==> config.mk <==
export PLATFORM = sky130hd
export DESIGN_NAME = fixed_mult_rtl
export DESIGN_NICKNAME = d
export VERILOG_FILES = /design/src/rtl/fixed_point_pkg.sv /design/src/rtl/fixed_mult_rtl.sv
export SDC_FILE = /design/constraint.sdc
export NUM_CORES = 1
export LEC_CHECK = 0
export BUFFER_PORTS_ARGS = -buffer_cell sky130_fd_sc_hd__buf_2
export CORE_MARGIN = 4
export CORE_UTILIZATION = 56
export CTS_BUF_LIST = sky130_fd_sc_hd__clkbuf_8
export CTS_CLUSTER_DIAMETER = 40
export DETAILED_ROUTE_END_ITERATION = 10
export PLACE_DENSITY_LB_ADDON = 0.25
export SETUP_SLACK_MARGIN = 0.2
export SYNTH_ARGS = -nofsm -noshare
export SYNTH_HDL_FRONTEND = slang
export SYNTH_SLANG_ARGS = --single-unit
==> constraint.sdc <==
create_clock -name clk -period 4.9 [get_ports clk]
set_input_delay 1.225 -clock clk [delete_from_list [all_inputs] [get_ports clk]]
set_output_delay 1.225 -clock clk [all_outputs]
set_load 0.1 [all_outputs]
==> src/rtl/fixed_point_pkg.sv <==
// Shared fixed-point definitions: state encodings for the multiplier FSM and
// the thousandths-based fraction constants (also used by the divider).
package fixed_point_pkg;

  // Fraction fields are decimal thousandths held in a 10-bit field.
  localparam int unsigned FRAC_W     = 10;
  localparam int unsigned FRAC_SCALE = 1000;
  localparam int unsigned FRAC_MAX   = 999;

  typedef enum logic [2:0] {
    S_IDLE    = 3'd0,
    S_INVALID = 3'd1,
    S_ZERO    = 3'd2,
    S_ACCUM   = 3'd3,
    S_NORM    = 3'd4,
    S_RESULT  = 3'd5
  } fx_state_t;

  // True when a thousandths fraction lies in 0..999.
  function automatic logic frac_legal(input logic [FRAC_W-1:0] frac);
    return frac <= FRAC_W'(FRAC_MAX);
  endfunction

endpackage

==> src/rtl/fixed_mult_rtl.sv <==
// fixed_mult_rtl: multiplies a decimal fixed-point multiplicand (m + f/1000)
// by an unsigned integer b using repeated addition, then normalises the
// scaled accumulator back into an integer part p and a thousandths part pf.
//
// Ports:
//   clk    - clock, all state changes on rising edge
//   rst    - synchronous active-high reset
//   start  - operation request, sampled in IDLE (and in RESULT when holding)
//   m      - SIZE-bit integer part of the multiplicand
//   f      - 10-bit fraction of the multiplicand, thousandths, legal 0..999
//   b      - SIZE-bit unsigned multiplier
//   p      - 2*SIZE-bit integer part of the product
//   pf     - 10-bit fraction of the product, thousandths
//   valid  - high while p/pf carry a result
//   err    - one-cycle flag for an illegal fraction input
//   busy   - high while accumulating or normalising
//
// Build option: define FIXED_MULT_HOLD_RESULT_EN to hold the result (valid
// stays high) until the next start; otherwise valid is a one-cycle pulse.
module fixed_mult_rtl
  import fixed_point_pkg::*;
#(
  parameter int unsigned SIZE = 4
) (
  input  logic                clk,
  input  logic                rst,
  input  logic                start,
  input  logic [SIZE-1:0]     m,
  input  logic [FRAC_W-1:0]   f,
  input  logic [SIZE-1:0]     b,
  output logic [2*SIZE-1:0]   p,
  output logic [FRAC_W-1:0]   pf,
  output logic                valid,
  output logic                err,
  output logic                busy
);

  // op = m*1000 + f fits SIZE+10 bits; acc = op*b fits 2*SIZE+10 bits.
  localparam int unsigned OP_W  = SIZE + FRAC_W;
  localparam int unsigned ACC_W = 2 * SIZE + FRAC_W;
  localparam int unsigned P_W   = 2 * SIZE;

  fx_state_t             state, state_n;
  logic [OP_W-1:0]       op_q, op_n, op_in;
  logic [SIZE-1:0]       b_q, b_n;
  logic [SIZE-1:0]       cnt_q, cnt_n;
  logic [ACC_W-1:0]      acc_q, acc_n;
  logic [P_W-1:0]        p_cnt_q, p_cnt_n;
  logic                  take;

  logic [P_W-1:0]        p_n;
  logic [FRAC_W-1:0]     pf_n;
  logic                  valid_n, err_n, busy_n;

  // Scaled multiplicand formed from the live inputs at capture time.
  assign op_in = OP_W'(m) * OP_W'(FRAC_SCALE) + OP_W'(f);

  // State, datapath and registered outputs.
  always_ff @(posedge clk) begin
    if (rst) begin
      state   <= S_IDLE;
      op_q    <= '0;
      b_q     <= '0;
      cnt_q   <= '0;
      acc_q   <= '0;
      p_cnt_q <= '0;
      p       <= '0;
      pf      <= '0;
      valid   <= 1'b0;
      err     <= 1'b0;
      busy    <= 1'b0;
    end else begin
      state   <= state_n;
      op_q    <= op_n;
      b_q     <= b_n;
      cnt_q   <= cnt_n;
      acc_q   <= acc_n;
      p_cnt_q <= p_cnt_n;
      p       <= p_n;
      pf      <= pf_n;
      valid   <= valid_n;
      err     <= err_n;
      busy    <= busy_n;
    end
  end

  // Next state, datapath updates and next output values.
  always_comb begin
    state_n = state;
    op_n    = op_q;
    b_n     = b_q;
    cnt_n   = cnt_q;
    acc_n   = acc_q;
    p_cnt_n = p_cnt_q;
    take    = 1'b0;

    case (state)
      S_IDLE: take = start;

      S_ACCUM: begin
        acc_n = acc_q + ACC_W'(op_q);
        cnt_n = cnt_q + SIZE'(1);
        if (cnt_n == b_q) state_n = S_NORM;
      end

      // Repeated subtraction of the scale yields the integer part in p_cnt
      // and leaves the thousandths remainder in acc.
      S_NORM: begin
        if (acc_q >= ACC_W'(FRAC_SCALE)) begin
          acc_n   = acc_q - ACC_W'(FRAC_SCALE);
          p_cnt_n = p_cnt_q + P_W'(1);
        end else begin
          state_n = S_RESULT;
        end
      end

      S_RESULT: begin
`ifdef FIXED_MULT_HOLD_RESULT_EN
        take = start;
`else
        state_n = S_IDLE;
`endif
      end

      S_ZERO, S_INVALID: state_n = S_IDLE;

      default: state_n = S_IDLE;
    endcase

    // Operand capture shares the IDLE dispatch rules wherever it happens.
    if (take) begin
      op_n    = op_in;
      b_n     = b;
      cnt_n   = '0;
      acc_n   = '0;
      p_cnt_n = '0;
      if (!frac_legal(f))                 state_n = S_INVALID;
      else if (b == '0 || op_in == '0)    state_n = S_ZERO;
      else                                state_n = S_ACCUM;
    end

    valid_n = (state_n == S_RESULT) || (state_n == S_ZERO);
    err_n   = (state_n == S_INVALID);
    busy_n  = (state_n == S_ACCUM) || (state_n == S_NORM);
    p_n     = (state_n == S_RESULT) ? p_cnt_n : '0;
    pf_n    = (state_n == S_RESULT) ? acc_n[FRAC_W-1:0] : '0;
  end

endmodule

==> results.cfg <==
[synthesis]
syn_avg_cell_area_sq_um = 8.37
synth_edf_count = 0
synth-seq-area-share_pct = 31.9
synth_warnings = 0
synth.distinct_cells = 62
synthCells = 540
syn_area_sq_um = 4520
synth_seq_cells = 72
synth-async-reset-ratio_pct = 0
synth-main-ff-cell = dfxtp_1
synth.net_count = 609

[cells_and_area]
n_antenna_cell = 0
syn_to_final_growth_pct = 16.1
fin_nets = 664
drive_above_1_share_pct = 18.2
instances_no_fill = 702
final_common_cell = nor2_1
final_cell_mix = nor2_1 (74), dfxtp_1 (72), nand2_1 (44), buf_2 (39), a21oi_1 (33)

[grt]
grt_max_degree = 42
overflow = 0
grt_pass1_vias = 3898
grt_pass1_wl_mm = 17.3
antenna_found_initial = 0
grt_usage_pct = 21.4

[route]
post-route-drc-count = 0
num_vias = 4059
drtAntennaViolNets = 0
viasPerCell = 5.78
drt_iter0_markers = 194
dr.pass1.iters = 5
finalWirelength_mm = 10.6
wl_per_cell_microns = 15.0

[sta]
relSlewSlack_pct = 48.1
fmax_mhz = 209
drv_slew = 0
fin_crit_ns = 4.79
hold_violations = 0
timing.final.ws_setup_ns = 0.111
fin_skew_ns = 0.0119
period_share_pct = 97.7
rsz0062_at_grt = true
tightest_slew_ns = 0.776
setup_violations = 0

[place]
place_ws_ns = -0.104
placed_cells = 679
gp_congestion = 0.902
detailed_place_hpwl_mm = 7.69
place.port_buffers = 41

[clocking]
postCtsHoldBufs = 0
cts_tree = yes
cts.sinks = 72
path_clk_slew_ns = 0.08
cts.path.max_buffers = 2
cts_max_level = 3
cts_buffers = 9
clockRootBuffer = clkbuf_8
clkLatencyLatePin_ns = 0.35

[pwr]
p_switching_w = 0.000587
p_sw_share_pct = 34.4
power_w = 0.00171
leakage_nw = 2.29
powerDensity_nw_per_um2 = 326
power_frac_seq_pct = 36.8
p_clk_share_pct = 25.7
p_int_w = 0.00112
vdd_drop_max_mv = 0.154
p_comb_share_pct = 37.5

[die]
num_rows = 32
die_y_microns = 97.8
die-area_sq_um = 9570
initial_core_util_pct = 58.2
io_pins = 42
core-area_sq_um = 7770
die_x_microns = 97.8

[worst_setup_path]
cp-end-kind = flop
critPathMaxFanout = 4
startpoint_type = input port
criticalPathCategory = input port to flop
worst_ep_arrival_time_ns = 5.02
crit_required_ns = 5.13

[worst_hold_path]
hp-class = flop to flop

[run_status]
status = finished, final reports clean

[run]
timing.max_cap.violations = 0
path summary, 6_finish.rpt:
| path | cells past startpoint | start | slack [ns] | end |
|---|---|---|---|---|
| min reg2reg | 2 | op_q[2] | 0.47 | op_q[2] |
| min | 2 | op_q[2] | 0.47 | op_q[2] |
| max | 17 | m[2] | 0.11 | busy |
| max reg2reg | 10 | op_q[0] | 2.03 | acc_q[14] |
cells in the mapped netlist (4+ instances only):
| master | n | area [sq um] |
|---|---|---|
| a21o_1 | 6 | 45.0 |
| ha_1 | 39 | 488 |
| and3_1 | 8 | 50.1 |
| nor4_1 | 9 | 56.3 |
| nand3_1 | 9 | 45.0 |
| o21a_1 | 7 | 52.6 |
| or3_1 | 6 | 37.5 |
| a21oi_1 | 34 | 170 |
| fa_1 | 9 | 180 |
| inv_1 | 23 | 86.3 |
| a211oi_1 | 6 | 45.0 |
| nand2b_1 | 14 | 87.6 |
| nor2b_1 | 6 | 37.5 |
| nor3_1 | 23 | 115 |
| xor2_1 | 17 | 149 |
| xnor2_1 | 20 | 175 |
| o21ai_0 | 24 | 120 |
| dfxtp_1 | 72 | 1440 |
| o21ai_1 | 4 | 20.0 |
| clkbuf_1 | 15 | 56.3 |
| nand4_1 | 5 | 31.3 |
| or2_2 | 4 | 25.0 |
| nor2_1 | 74 | 278 |
| nand2_1 | 44 | 165 |
layout make-up:
class	instances	area (sq um)
Tap cell	102	128
Sequential cell	72	1440
Clock inverter	5	41.3
Inverter	23	86.3
Timing Repair Buffer	63	383
Clock buffer	11	151
Multi-Input combinational cell	426	3010
Fill cell	663	2520
metrics by stage:
stage	setup TNS, ns	util, %	hold WS (ns)	cell area [sq um]
after floorplan	0	-	0.441	4540
after global placement	0	63.1	0.456	4900
final	0	67.5	0.471	5250
after global routing	-0.0414	67.5	0.498	5250
after CTS	0	65.6	0.474	5100
after detailed placement	-0.104	63.1	0.463	4900
registers in the layout, summed over array words and instances (netlist names):
| name | count |
|---|---|
| p_cnt_q | 8 |
| pf | 10 |
| acc_q | 18 |
| p | 8 |
| cnt_q | 4 |
| valid | 1 |
| state | 3 |
| b_q | 4 |
| busy | 1 |
| op_q | 14 |
| err | 1 |
timing repair:
action	CTS	global route
resized for setup	0	23
endpoints found under the hold margin	0	0
buffers inserted	0	7
setup endpoints to repair	0	2
critical path, cell delays in order:
cell      delay (ns)
buf_8           0.11
fa_1            0.57
inv_2           0.06
fa_1            0.49
inv_2           0.04
ha_4            0.23
a21oi_2         0.17
xnor2_1         0.10
ha_1            0.34
o21ai_2         0.07
nand2b_1        0.10
o211ai_1        0.13
nor4_2          0.19
xnor3_2         0.35
o41ai_4         0.42
nor2_1          0.12
mux2_4          0.30
power groups by stage:
stage	Sequential (W)	Combinational, W	Clock [W]
after floorplan	0.000643	0.000397	0
after global placement	0.000640	0.000545	0
after detailed placement	0.000641	0.000562	0
after CTS	0.000627	0.000566	0.000443
after global routing	0.000629	0.000699	0.000475
final	0.000627	0.000641	0.000439
cells by family (layout without fill, tap and decap cells):
group,count (synthesis),in the layout,synth area share [%]
adder cells (fa/ha/maj),48,48,14.8
flip-flops,72,72,31.9
AO/OA/AOI/OAI,117,117,17.2
multiplexers,2,2,0.554
XOR/XNOR,38,38,7.67
buffers and inverters,42,102,3.74
AND/OR/NAND/NOR,221,221,24.2
per-layer routing:
metal  up-vias  track usage, %  wire length [microns]
met2       115            35.3                   5020
met4         0            5.75                    138
li1       2020               -                      -
met1      1908            28.5                   4840
met3        16            4.64                    553
met5         -               0                      0
Power figures use the tool's default switching activity.
